--- src/rtl/organ_pkg.sv ---
// Shared definitions for the key organ: note table, half-period helper and FSM encodings.
package organ_pkg;

    localparam int NUM_KEYS = 8;

    typedef enum logic [1:0] {
        IDLE    = 2'd0,
        PLAY    = 2'd1,
        RELEASE = 2'd2
    } state_t;

    // C4..C5 in hundredths of a hertz, so the table stays integer
    localparam int unsigned NOTE_HZ_X100 [NUM_KEYS] = '{
        26163, 29366, 32963, 34923, 39200, 44000, 49388, 52325
    };

    function automatic logic [63:0] half_period(input logic [63:0] clk_hz, input logic [2:0] idx);
        logic [63:0] num;
        num = clk_hz * 64'd50;
        return num / 64'(NOTE_HZ_X100[idx]);
    endfunction

endpackage

--- src/rtl/tone_divider.sv ---
// Half-period counter with a toggle flop; clr restarts the wave low with a fresh count.
module tone_divider #(
    parameter int CNT_W = 17
) (
    input  logic             clk,
    input  logic             rst_n,
    input  logic             en,
    input  logic             clr,
    input  logic [CNT_W-1:0] half,
    output logic             tone
);

    logic [CNT_W-1:0] cnt_reg;
    logic             tone_reg;

    always_ff @(posedge clk or negedge rst_n) begin
        if (!rst_n) begin
            cnt_reg  <= '0;
            tone_reg <= 1'b0;
        end else if (clr) begin
            cnt_reg  <= '0;
            tone_reg <= 1'b0;
        end else if (en) begin
            if (cnt_reg == half - CNT_W'(1)) begin
                cnt_reg  <= '0;
                tone_reg <= ~tone_reg;
            end else begin
                cnt_reg <= cnt_reg + CNT_W'(1);
            end
        end
    end

    assign tone = tone_reg;

endmodule

--- src/rtl/key_tone_gen.sv ---
// Picks the lowest pressed key, plays its note as a square wave and holds it for a release tail.
module key_tone_gen
    import organ_pkg::*;
#(
    parameter int unsigned CLK_HZ      = 50_000_000,
    parameter int unsigned RELEASE_CYC = 5_000_000,
    parameter int          CNT_W       = 17
) (
    input  logic       clk,
    input  logic       rst_n,
    input  logic [7:0] key_p,
    input  logic       mute,
    output logic       tone_o,
    output logic [2:0] note_idx,
    output logic       note_on,
    output logic       playing
);

    localparam int REL_W = (RELEASE_CYC > 1) ? $clog2(RELEASE_CYC) : 1;
    localparam logic [REL_W-1:0] REL_LAST = (RELEASE_CYC > 0) ? REL_W'(RELEASE_CYC - 1) : '0;

    state_t           state_reg, state_next;
    logic [7:0]       key_reg;
    logic             mute_reg;
    logic [2:0]       cur_reg, cur_next;
    logic [REL_W-1:0] rel_reg, rel_next;
    logic             note_on_reg, note_on_next;
    logic             clr;
    logic             tone_q;
    logic             any;
    logic [2:0]       sel;
    logic [CNT_W-1:0] half_tab [NUM_KEYS];

    genvar gi;
    generate
        for (gi = 0; gi < NUM_KEYS; gi++) begin : g_half
            assign half_tab[gi] = CNT_W'(half_period(64'(CLK_HZ), 3'(gi)));
        end
    endgenerate

    assign any = |key_reg;

    // Scan high to low so the lowest set bit is the last assignment to stick
    always_comb begin
        sel = '0;
        for (int i = NUM_KEYS - 1; i >= 0; i--) begin
            if (key_reg[i]) sel = 3'(i);
        end
    end

    always_ff @(posedge clk or negedge rst_n) begin
        if (!rst_n) begin
            state_reg   <= IDLE;
            key_reg     <= '0;
            mute_reg    <= 1'b0;
            cur_reg     <= '0;
            rel_reg     <= '0;
            note_on_reg <= 1'b0;
        end else begin
            state_reg   <= state_next;
            key_reg     <= key_p;
            mute_reg    <= mute;
            cur_reg     <= cur_next;
            rel_reg     <= rel_next;
            note_on_reg <= note_on_next;
        end
    end

    always_comb begin
        state_next   = state_reg;
        cur_next     = cur_reg;
        rel_next     = rel_reg;
        note_on_next = 1'b0;
        clr          = 1'b0;
        case (state_reg)
            IDLE: begin
                clr = 1'b1;
                if (any) begin
                    state_next   = PLAY;
                    cur_next     = sel;
                    note_on_next = 1'b1;
                end
            end
            PLAY: begin
                if (any) begin
                    if (sel != cur_reg) begin
                        cur_next     = sel;
                        note_on_next = 1'b1;
                        clr          = 1'b1;
                    end
                end else if (RELEASE_CYC == 0) begin
                    state_next = IDLE;
                    clr        = 1'b1;
                end else begin
                    state_next = RELEASE;
                    rel_next   = '0;
                end
            end
            RELEASE: begin
                if (any) begin
                    // A press during the tail always retriggers, even on the same key
                    state_next   = PLAY;
                    cur_next     = sel;
                    note_on_next = 1'b1;
                    clr          = 1'b1;
                end else if (rel_reg == REL_LAST) begin
                    state_next = IDLE;
                    clr        = 1'b1;
                end else begin
                    rel_next = rel_reg + REL_W'(1);
                end
            end
            default: begin
                state_next = IDLE;
                clr        = 1'b1;
            end
        endcase
    end

    tone_divider #(
        .CNT_W(CNT_W)
    ) u_div (
        .clk  (clk),
        .rst_n(rst_n),
        .en   (state_reg != IDLE),
        .clr  (clr),
        .half (half_tab[cur_reg]),
        .tone (tone_q)
    );

    assign tone_o   = tone_q & ~mute_reg;
    assign note_idx = cur_reg;
    assign note_on  = note_on_reg;
    assign playing  = (state_reg != IDLE);

endmodule

--- config.mk ---
export PLATFORM = sky130hd
export DESIGN_NAME = key_tone_gen
export DESIGN_NICKNAME = d
export VERILOG_FILES = /design/src/rtl/organ_pkg.sv /design/src/rtl/tone_divider.sv /design/src/rtl/key_tone_gen.sv
export SDC_FILE = /design/constraint.sdc
export NUM_CORES = 1
export LEC_CHECK = 0
export CORE_MARGIN = 3
export CORE_UTILIZATION = 60
export CTS_CLUSTER_SIZE = 12
export DETAILED_ROUTE_END_ITERATION = 8
export DONT_BUFFER_PORTS = 1
export HOLD_SLACK_MARGIN = 0.15
export MAX_ROUTING_LAYER = met4
export PLACE_DENSITY = 0.85
export RECOVER_POWER = 25
export SLEW_MARGIN = 20
export SYNTH_ARGS = -nofsm -noshare
export SYNTH_HDL_FRONTEND = slang
export SYNTH_SLANG_ARGS = --single-unit
--- constraint.sdc ---
create_clock -name clk -period 5.4 [get_ports clk]
set_input_delay 1.08 -clock clk [delete_from_list [all_inputs] [get_ports clk]]
set_output_delay 1.08 -clock clk [all_outputs]
set_load 0.05 [all_outputs]
==> results of run 1 <==
## per-stage QoR
stage | instances | instance area (um^2)
after floorplan | 395 | 3421
after global placement | 448 | 3443
after detailed placement | 448 | 3443
after CTS | 456 | 3555
after global routing | 456 | 3555
final | 456 | 3555
## final timing paths
path / startpoint / endpoint
max: note_idx[1] / u_div.cnt_reg[16]
min: rst_n / rel_reg[14]
max reg2reg: note_idx[1] / u_div.cnt_reg[16]
min reg2reg: u_div.tone / u_div.tone
max in group asynchronous: rst_n / u_div.cnt_reg[5]
min in group clk: u_div.tone / u_div.tone
## layout make-up
cell class	instances	area, um^2
sequential	56	1401
fill	427	1748
multi-input combinational	305	1891
clock inverter	2	38.79
inverter	17	63.81
tap	70	87.58
clock buffer	6	72.57
## metal layers
| metal | vias up | global-route usage | wire [um] |
|---|---|---|---|
| met5 | - | - | 0 |
| met4 | 0 | 0.05912 | 76 |
| met3 | 9 | 0.03838 | 476 |
| met2 | 100 | 0.3705 | 3329 |
| met1 | 1346 | 0.3250 | 3126 |
| li1 | 1358 | - | - |
## kinds of logic (layout without fill, tap and decap cells)
group | count (synthesis) | in the layout | synth area share
buffers and inverters | 34 | 25 | 0.03767
flip-flops | 56 | 56 | 0.4097
AND/OR/NAND/NOR | 187 | 187 | 0.2816
multiplexers | 4 | 4 | 0.01244
adder cells (fa/ha/maj) | 13 | 13 | 0.04755
XOR/XNOR | 38 | 38 | 0.09729
AO/OA/AOI/OAI | 63 | 63 | 0.1138
## worst max-delay path, delay by kind of cell (launching register included)
family / cells / cell delay [ns]
AOI/OAI and AO/OA: 4 / 1.34
and+or+nand+nor: 3 / 0.99
DFF: 1 / 0.85
adders and majority gates: 1 / 0.34
buffers and inverters: 1 / 0.28
## where the power goes
part	internal, mW	switching (mW)
registers	0.438	0.0628
logic	0.0840	0.166
clock network	0.140	0.135
## cells in the final DEF (no fill, tap or decap), drive strengths merged, types with 4 or more instances in the layout
cell type	count
a21oi	14
a31oi	5
and3	4
clkbuf	6
dfrtp	56
ha	13
inv	18
nand2	36
nand2b	5
nand3	24
nand4	8
nor2	53
nor2b	5
nor3	17
nor4	7
o21ai	23
or3	6
or4	5
xnor2	22
xor2	16
==> impl_metrics.ini, run 1 <==
[worst_setup_path]
worstRegToRegCells = 9
crit_path_max_incr_delay_ns = 0.85
cp.required_ns = 5.57
crit_fanout = 12
end_kind = flip-flop
path_cells = inv_1 > ha_1 > nor4bb_1 > o21a_1 > o21ai_0 > a211oi_1 > nand4_1 > o211ai_1 > nor2_1
path_class = reg2reg
crit_path_start_kind = flip-flop
slowest_stage = dfrtp_1
r2r_setup_slack_ns = 1.45
cp.arrival_ns = 4.12

[outcome]
status = completed

[yosys]
synth_top_area_frac = 0.4097
syn_avg_cell_area_um2 = 8.660
ys_seq_area_frac = 0.4097
yosysMostFrequentCell = dfrtp_1
yosys.area.top_type = dfrtp_1
synth.cell_area_mm2 = 0.003421
syn-instance-count = 395
synthTopCellsByCount = 56 x dfrtp_1, 53 x nor2_1, 36 x nand2_1
synth_edf_count = 0
synth_ff_type = dfrtp_1
synthArstFlopShare = 1.000
yosysUniqueCellTypes = 49
ys_ff_latch = 56
synth_fp_nets = 419
ys_warn_count = 0
yosys-top-cells-area = dfrtp_1 41%, nor2_1 5.8%, xnor2_1 5.6%

[clocking]
hold_buffers = 0
cts_setup_buffers = 0
post_cts_resized = 0
root_buffer = clkbuf_8
clkSlewWorstSetupHoldPaths_ns = 0.10
clock_latency_ns = 0.31
cts_tree = built
cts_buffers = 5
clockBufferDepth = 2
clock-sinks = 56
htreeDepth = 2

[sta]
finClkSkew_ns = 0.004747
fin_ws_ns = 1.448
final.setup.tns_ns = 0
rsz0062_at_grt = no
finalSetupViolCount = 0
hold_slack_ns = 0.4499
clock.fmax_mhz = 253.0
drv_slew = 0
max_slew_margin = 0.2479
min_period_over_period = 0.7319
worstMarginPinSlew_ns = 1.128
period_minus_slack_ns = 3.952
hold_viol = 0

[die]
die_y_um = 81.51
initial_core_util = 0.6451
io_pins = 17
die_x_um = 81.51
core_mm2 = 0.005303
num_rows = 26
dieArea_mm2 = 0.006643

[routing]
routedWlPerCell_um = 15.37
drt_first_pass_iters = 5
drt_wl_total_um = 7008
viasPerCell = 6.169
drtAntennaViolNets = 0
drtIter0Drc = 229
dr_total_vias = 2813
drc = 0

[global_route]
antenna_found_initial = 0
grt_max_degree = 57
grt_overflow_total = 0
grt_pass1_vias = 2608
track_usage = 0.2372
grt_pass1_wl_um = 12060

[pwr]
p_leak_nw = 1.392
fin_total_pwr_mw = 1.025
power.density_mw_per_mm2 = 288.4
vdd_drop_max_mv = 0.2424

[final_layout]
area_delta_synth_final_pct = 3.914
layout-drive-gt1-share = 0.05181
insertedDiodeCount = 0
final_util = 0.6704
largest_reg_flops = 23
nNetsFinal = 409

[flow_run]
drv_cap = 0

[placed_design]
dpl.hpwl_um = 5023
gp_routability_congestion = 0.9409
port_buffers = 0
pre_cts_slack_ns = 1.531

[min_path]
hold_class = in2async
Note: power is estimated with default switching activity, not from simulation.
==> inputs of run 2 (changes only) <==
- clock period: 5.4 -> 4.14 ns (I/O delays scaled with it)
==> run 2 against run 1 <==
Net effect:
- final cell count increased by 0.66%
- clock power increased by 13%
- maximum frequency increased by 12%
- global-route usage increased by 0.24 points
- design area increased by 0.25%
- combinational power increased by 43%
- worst hold slack got worse by 0.25 ns
==> impl_metrics.ini, run 2 (synthesis results as in run 1) <==
[global_route]
grt_overflow_total = 0
track_usage = 0.2396
grt_max_degree = 57
grt_pass1_wl_um = 11990
grt_pass1_vias = 2650
antenna_found_initial = 0

[final_layout]
largest_reg_flops = 23
layout-drive-gt1-share = 0.06427
most-common-layout-cells = 55 x dfrtp_1, 53 x nor2_1, 36 x nand2_1
nNetsFinal = 412
final_util = 0.6720
multiInputGateArea_mm2 = 0.001891
seqCellArea_mm2 = 0.001403
final_common_cell = dfrtp_1
insertedDiodeCount = 0
area_delta_synth_final_pct = 4.170
n_fill_cell = 415

[clocking]
cts_setup_buffers = 0
htreeDepth = 2
cts_tree = built
clockBufferDepth = 2
clock_latency_ns = 0.32
clkSlewWorstSetupHoldPaths_ns = 0.10
post_cts_resized = 0
clock-sinks = 56
cts_buffers = 5
hold_buffers = 0
root_buffer = clkbuf_8

[sta]
hold_viol = 0
finalSetupViolCount = 0
finClkSkew_ns = 0.01257
drv_slew = 0
rsz0062_at_grt = no
worstMarginPinSlew_ns = 0.9711
final.setup.tns_ns = 0
period_minus_slack_ns = 3.518
clock.fmax_mhz = 284.2
min_period_over_period = 0.8498
max_slew_margin = 0.3513

[die]
die_x_um = 81.51
dieArea_mm2 = 0.006643
num_rows = 26
io_pins = 17
die_y_um = 81.51
initial_core_util = 0.6451
core_mm2 = 0.005303

[pwr]
p_leak_nw = 1.400
power.density_mw_per_mm2 = 366.8
vdd_drop_max_mv = 0.3012

[flow_run]
drv_cap = 0

[routing]
dr_total_vias = 2750
drc = 0
drt_first_pass_iters = 4
drtIter0Drc = 191
routedWlPerCell_um = 14.77
viasPerCell = 5.991
drt_wl_total_um = 6780
drtAntennaViolNets = 0

[worst_setup_path]
path_cells = inv_1 > ha_1 > mux2i_1 > xnor2_1 > nand3_1 > nor4_1 > nand4_1 > or3_1 > a21oi_1
slowest_stage = dfrtp_1
crit_fanout = 12
crit_path_max_incr_delay_ns = 0.85
crit_path_start_kind = flip-flop
end_kind = flip-flop
path_class = reg2reg
cp.required_ns = 4.38
cp.arrival_ns = 3.76

[placed_design]
dpl.hpwl_um = 4991
port_buffers = 0
gp_routability_congestion = 0.8515

[outcome]
status = completed

[min_path]
hold_class = in2async
run 2: area by class of cell:
type	count	share of cell area
clock buffer	6	0.02317
clock inverter	2	0.003862
inverter	17	0.01791
multi-input combinational	305	0.5305
sequential	56	0.3936
tap	70	0.02458
timing repair buffer	3	0.006320
run 2: worst paths after layout:
kind                             start  cells after the start          end  slack, ns
setup / recovery           note_idx[1]                      9   u_div.tone       0.62
hold / removal                   rst_n                      0  rel_reg[14]       0.20
setup reg to reg           note_idx[1]                      9   u_div.tone       0.62
hold reg to reg            rel_reg[22]                      2  rel_reg[22]       0.55
max in group asynchronous        rst_n                      0  note_idx[2]       3.83
min in group clk              key_p[2]                      0   key_reg[2]       0.53
run 2: per-stage QoR:
step | hold slack (ns) | cell area, um^2 | std cells | worst slack (ns) | power [mW]
2_1_floorplan | 0.4856 | 3421 | 395 | 1.146 | 0.9161
3_3_place_gp | 0.5210 | 3466 | 451 | 0.8305 | 0.9913
3_5_place_dp | 0.5328 | 3466 | 451 | 0.6730 | 1.005
4_1_cts | 0.1847 | 3562 | 459 | 0.6119 | 1.317
5_1_grt | 0.1711 | 3563 | 459 | 0.3315 | 1.389
6_report | 0.1965 | 3563 | 459 | 0.6220 | 1.307
run 2: critical path, delay by kind of cell (launching register included):
family                     cells  cell delay (ns)
and+or+nand+nor                4             1.34
DFF                            1             0.85
adders and majority gates      1             0.44
buffers and inverters          1             0.30
muxes                          1             0.20
AOI/OAI and AO/OA              1             0.17
xor gates and xnor gates       1             0.14
run 2: power breakdown:
part	internal (mW)	switching [mW]	leakage (nW)
sequential	0.572	0.0661	0.752
combinational	0.123	0.235	0.597
clock	0.137	0.174	0.0516
run 2: metal layers:
metal  global-route usage  up-vias  wire (um)
li1                     -     1366          -
met1               0.3274     1320       3221
met2               0.3493       54       3161
met3              0.07127       10        321
met4              0.06419        0         75
met5                    -        -          0
==> RTL edit: new RTL, settings of run 2 <==
Remove the register `note_on_reg`: a continuous assignment takes its place, so the output `note_on` follows one clock earlier.
--- a/src/rtl/key_tone_gen.sv
+++ b/src/rtl/key_tone_gen.sv
@@ -57,3 +57,2 @@
             rel_reg     <= '0;
-            note_on_reg <= 1'b0;
         end else begin
@@ -64,5 +63,6 @@
             rel_reg     <= rel_next;
-            note_on_reg <= note_on_next;
         end
     end
+
+    assign note_on_reg = note_on_next;
 
Formal check against the unedited RTL: not equivalent (Yosys sat finds a counterexample within 4 cycles, from zero or initial values and one cycle with rst_n low).
==> RTL edit against run 2 <==
Worst setup slack improved by 0.0044 ns; final area increased by 0.21%; sequential cell count shrank 1; routed wire length rose by 1.2%; total power increased by 3.9%; core utilization grew 0.14 points; synthesized area fell by 0.73%.
==> RTL edit: results (changes against run 2) <==
[place]
place_area_mm2=0.003456  ; -0.29%
detailed_place_hpwl_um=4919  ; -1.4%
gp_congestion=0.8741  ; +2.7%

[drt]
drt_iter0_drc=239  ; +25%
first_pass_iters=5  ; +1
routed_wl_um=6863  ; +1.2%
vias=2840  ; +3.3%

[worst_hold_path]
min_path_type=primary input to asynchronous set/reset pin

[critical_path]
cp_data_arrival_time_ns=3.73  ; -0.03 ns
slowest_stage=dfrtp_1
cp_max_fo=12  ; unchanged
critical_path.max_stage_delay_ns=0.85  ; about the same

[cts]
clk_pin_slew_ns=0.11
ctsResizeCount=0  ; unchanged
clk_latency_ns=0.31
cts_made_buffers=5  ; unchanged

[global_routing]
grt_max_degree=56  ; -1.8%
grt_pass1_vias=2719  ; +2.6%
grt_usage_pct=23.57  ; -0.38 points
grt_first_pass_wirelength_um=11960  ; -0.29%
antenna_found_initial=0  ; unchanged

[synthesis]
synth_seq_area_share_pct=40.53  ; -0.44 points
yosys-top-cells-count=dfrtp_1, nor2_1, nand2_1
synth_nets=418  ; -0.24%
synth_compound_area_share_pct=11.46  ; +0.084 points
yosys.area_share.xor_xnor_pct=9.801  ; +0.072 points
muxShareOfSynthArea_pct=1.253  ; +0.0092 points
ys_top_cells_by_area=dfrtp_1, nor2_1, xnor2_1, ha_1, xor2_1
synth_fa_ha_area_share_pct=4.790  ; +0.035 points

[pwr]
ir_drop_uv=388.2  ; +29%
power.leakage_nw=1.404  ; +0.29%
p_int_w=0.0008697  ; +4.6%
power_frac_seq_pct=44.4  ; -4.4 points

[sta]
skew_ns=0.01791  ; +0.005345 ns
relSlewSlack_pct=37.70  ; +2.6 points

[finish]
drive_gt1_share_pct=6.667  ; +0.24 points
fill_cells=393  ; -5.3%
nets=413  ; +0.24%
largest_reg_flops=23  ; unchanged

[outcome]
outcome=finished, final reports clean

==> RTL edit: changes by cell type after synthesis, sizes merged <==
| cell | run 2 | this run |
|---|---|---|
| dfrtp | 56 | 55 |
==> RTL edit: logic make-up (layout without fill, tap and decap cells) <==
kind of cell,Yosys count,in the layout
muxes,4,4
buffers and inverters,34,30
xor gates and xnor gates,38,38
DFF,55,55
and+or+nand+nor,187,187
AOI/OAI and AO/OA,63,63
adders and majority gates,13,13
==> RTL edit: power groups by stage <==
stage | Combinational, W | Clock (W) | Sequential (W)
after detailed placement | 0.000389 | 0 | 0.000612
after CTS | 0.000390 | 0.000368 | 0.000602
after global routing | 0.000431 | 0.000384 | 0.000609
after floorplan | 0.000293 | 0 | 0.000612
final | 0.000391 | 0.000364 | 0.000603
after global placement | 0.000378 | 0 | 0.000611
==> RTL edit: worst reg2reg max path: cells and delay by family (launching register included) <==
kind | cells | cell delay, ns
and+or+nand+nor | 3 | 1.33
buffers and inverters | 1 | 0.30
adders and majority gates | 1 | 0.35
AOI/OAI and AO/OA | 4 | 0.60
DFF | 1 | 0.85
==> RTL edit: routing by layer <==
layer  track usage (%)  part of all wire, %
met1             32.16                   47
met2             35.22                   47
met3             4.989                  5.3
met4             7.770                  1.4
met5                 -                    0
==> RTL edit: final timing paths <==
path | cells past startpoint | start | endpoint | slack (ns)
max in group asynchronous | 0 | rst_n | u_div.cnt_reg[2]$_DFFE_PN0P_ | 3.83
max | 9 | note_idx[1]$_DFFE_PN0P_ | u_div.tone$_DFFE_PN0P_ | 0.63
min reg2reg | 1 | rel_reg[0]$_DFFE_PN0P_ | rel_reg[0]$_DFFE_PN0P_ | 0.55
min | 0 | rst_n | rel_reg[14]$_DFFE_PN0P_ | 0.19
max reg2reg | 9 | note_idx[1]$_DFFE_PN0P_ | u_div.tone$_DFFE_PN0P_ | 0.63
min in group clk | 0 | key_p[4] | key_reg[4]$_DFF_PN0_ | 0.53
==> RTL edit: cell type report <==
cell class                      count  area [µm²]  share of cell area [%]
Clock buffer                        5       68.82                   1.927
Clock inverter                      3       46.29                   1.296
Inverter                           17       63.81                   1.787
Multi-Input combinational cell    305        1891                   52.94
Sequential cell                    55        1376                   38.54
Tap cell                           70       87.58                   2.453
Timing Repair Buffer                5       37.54                   1.051
==> RTL edit: stage by stage <==
stage / utilization [%] / setup WS [ns] / hold slack [ns] / total power (W) / instances
2_1_floorplan: - / 0.6227 / 0.4856 / 0.0009058 / 394
3_3_place_gp: 65.17 / 0.8497 / 0.5203 / 0.0009883 / 452
3_5_place_dp: 65.17 / 0.6811 / 0.5317 / 0.001001 / 452
4_1_cts: 67.34 / 0.6454 / 0.1929 / 0.001360 / 460
5_1_grt: 67.34 / 0.2960 / 0.1760 / 0.001424 / 460
6_report: 67.34 / 0.6264 / 0.1916 / 0.001358 / 460
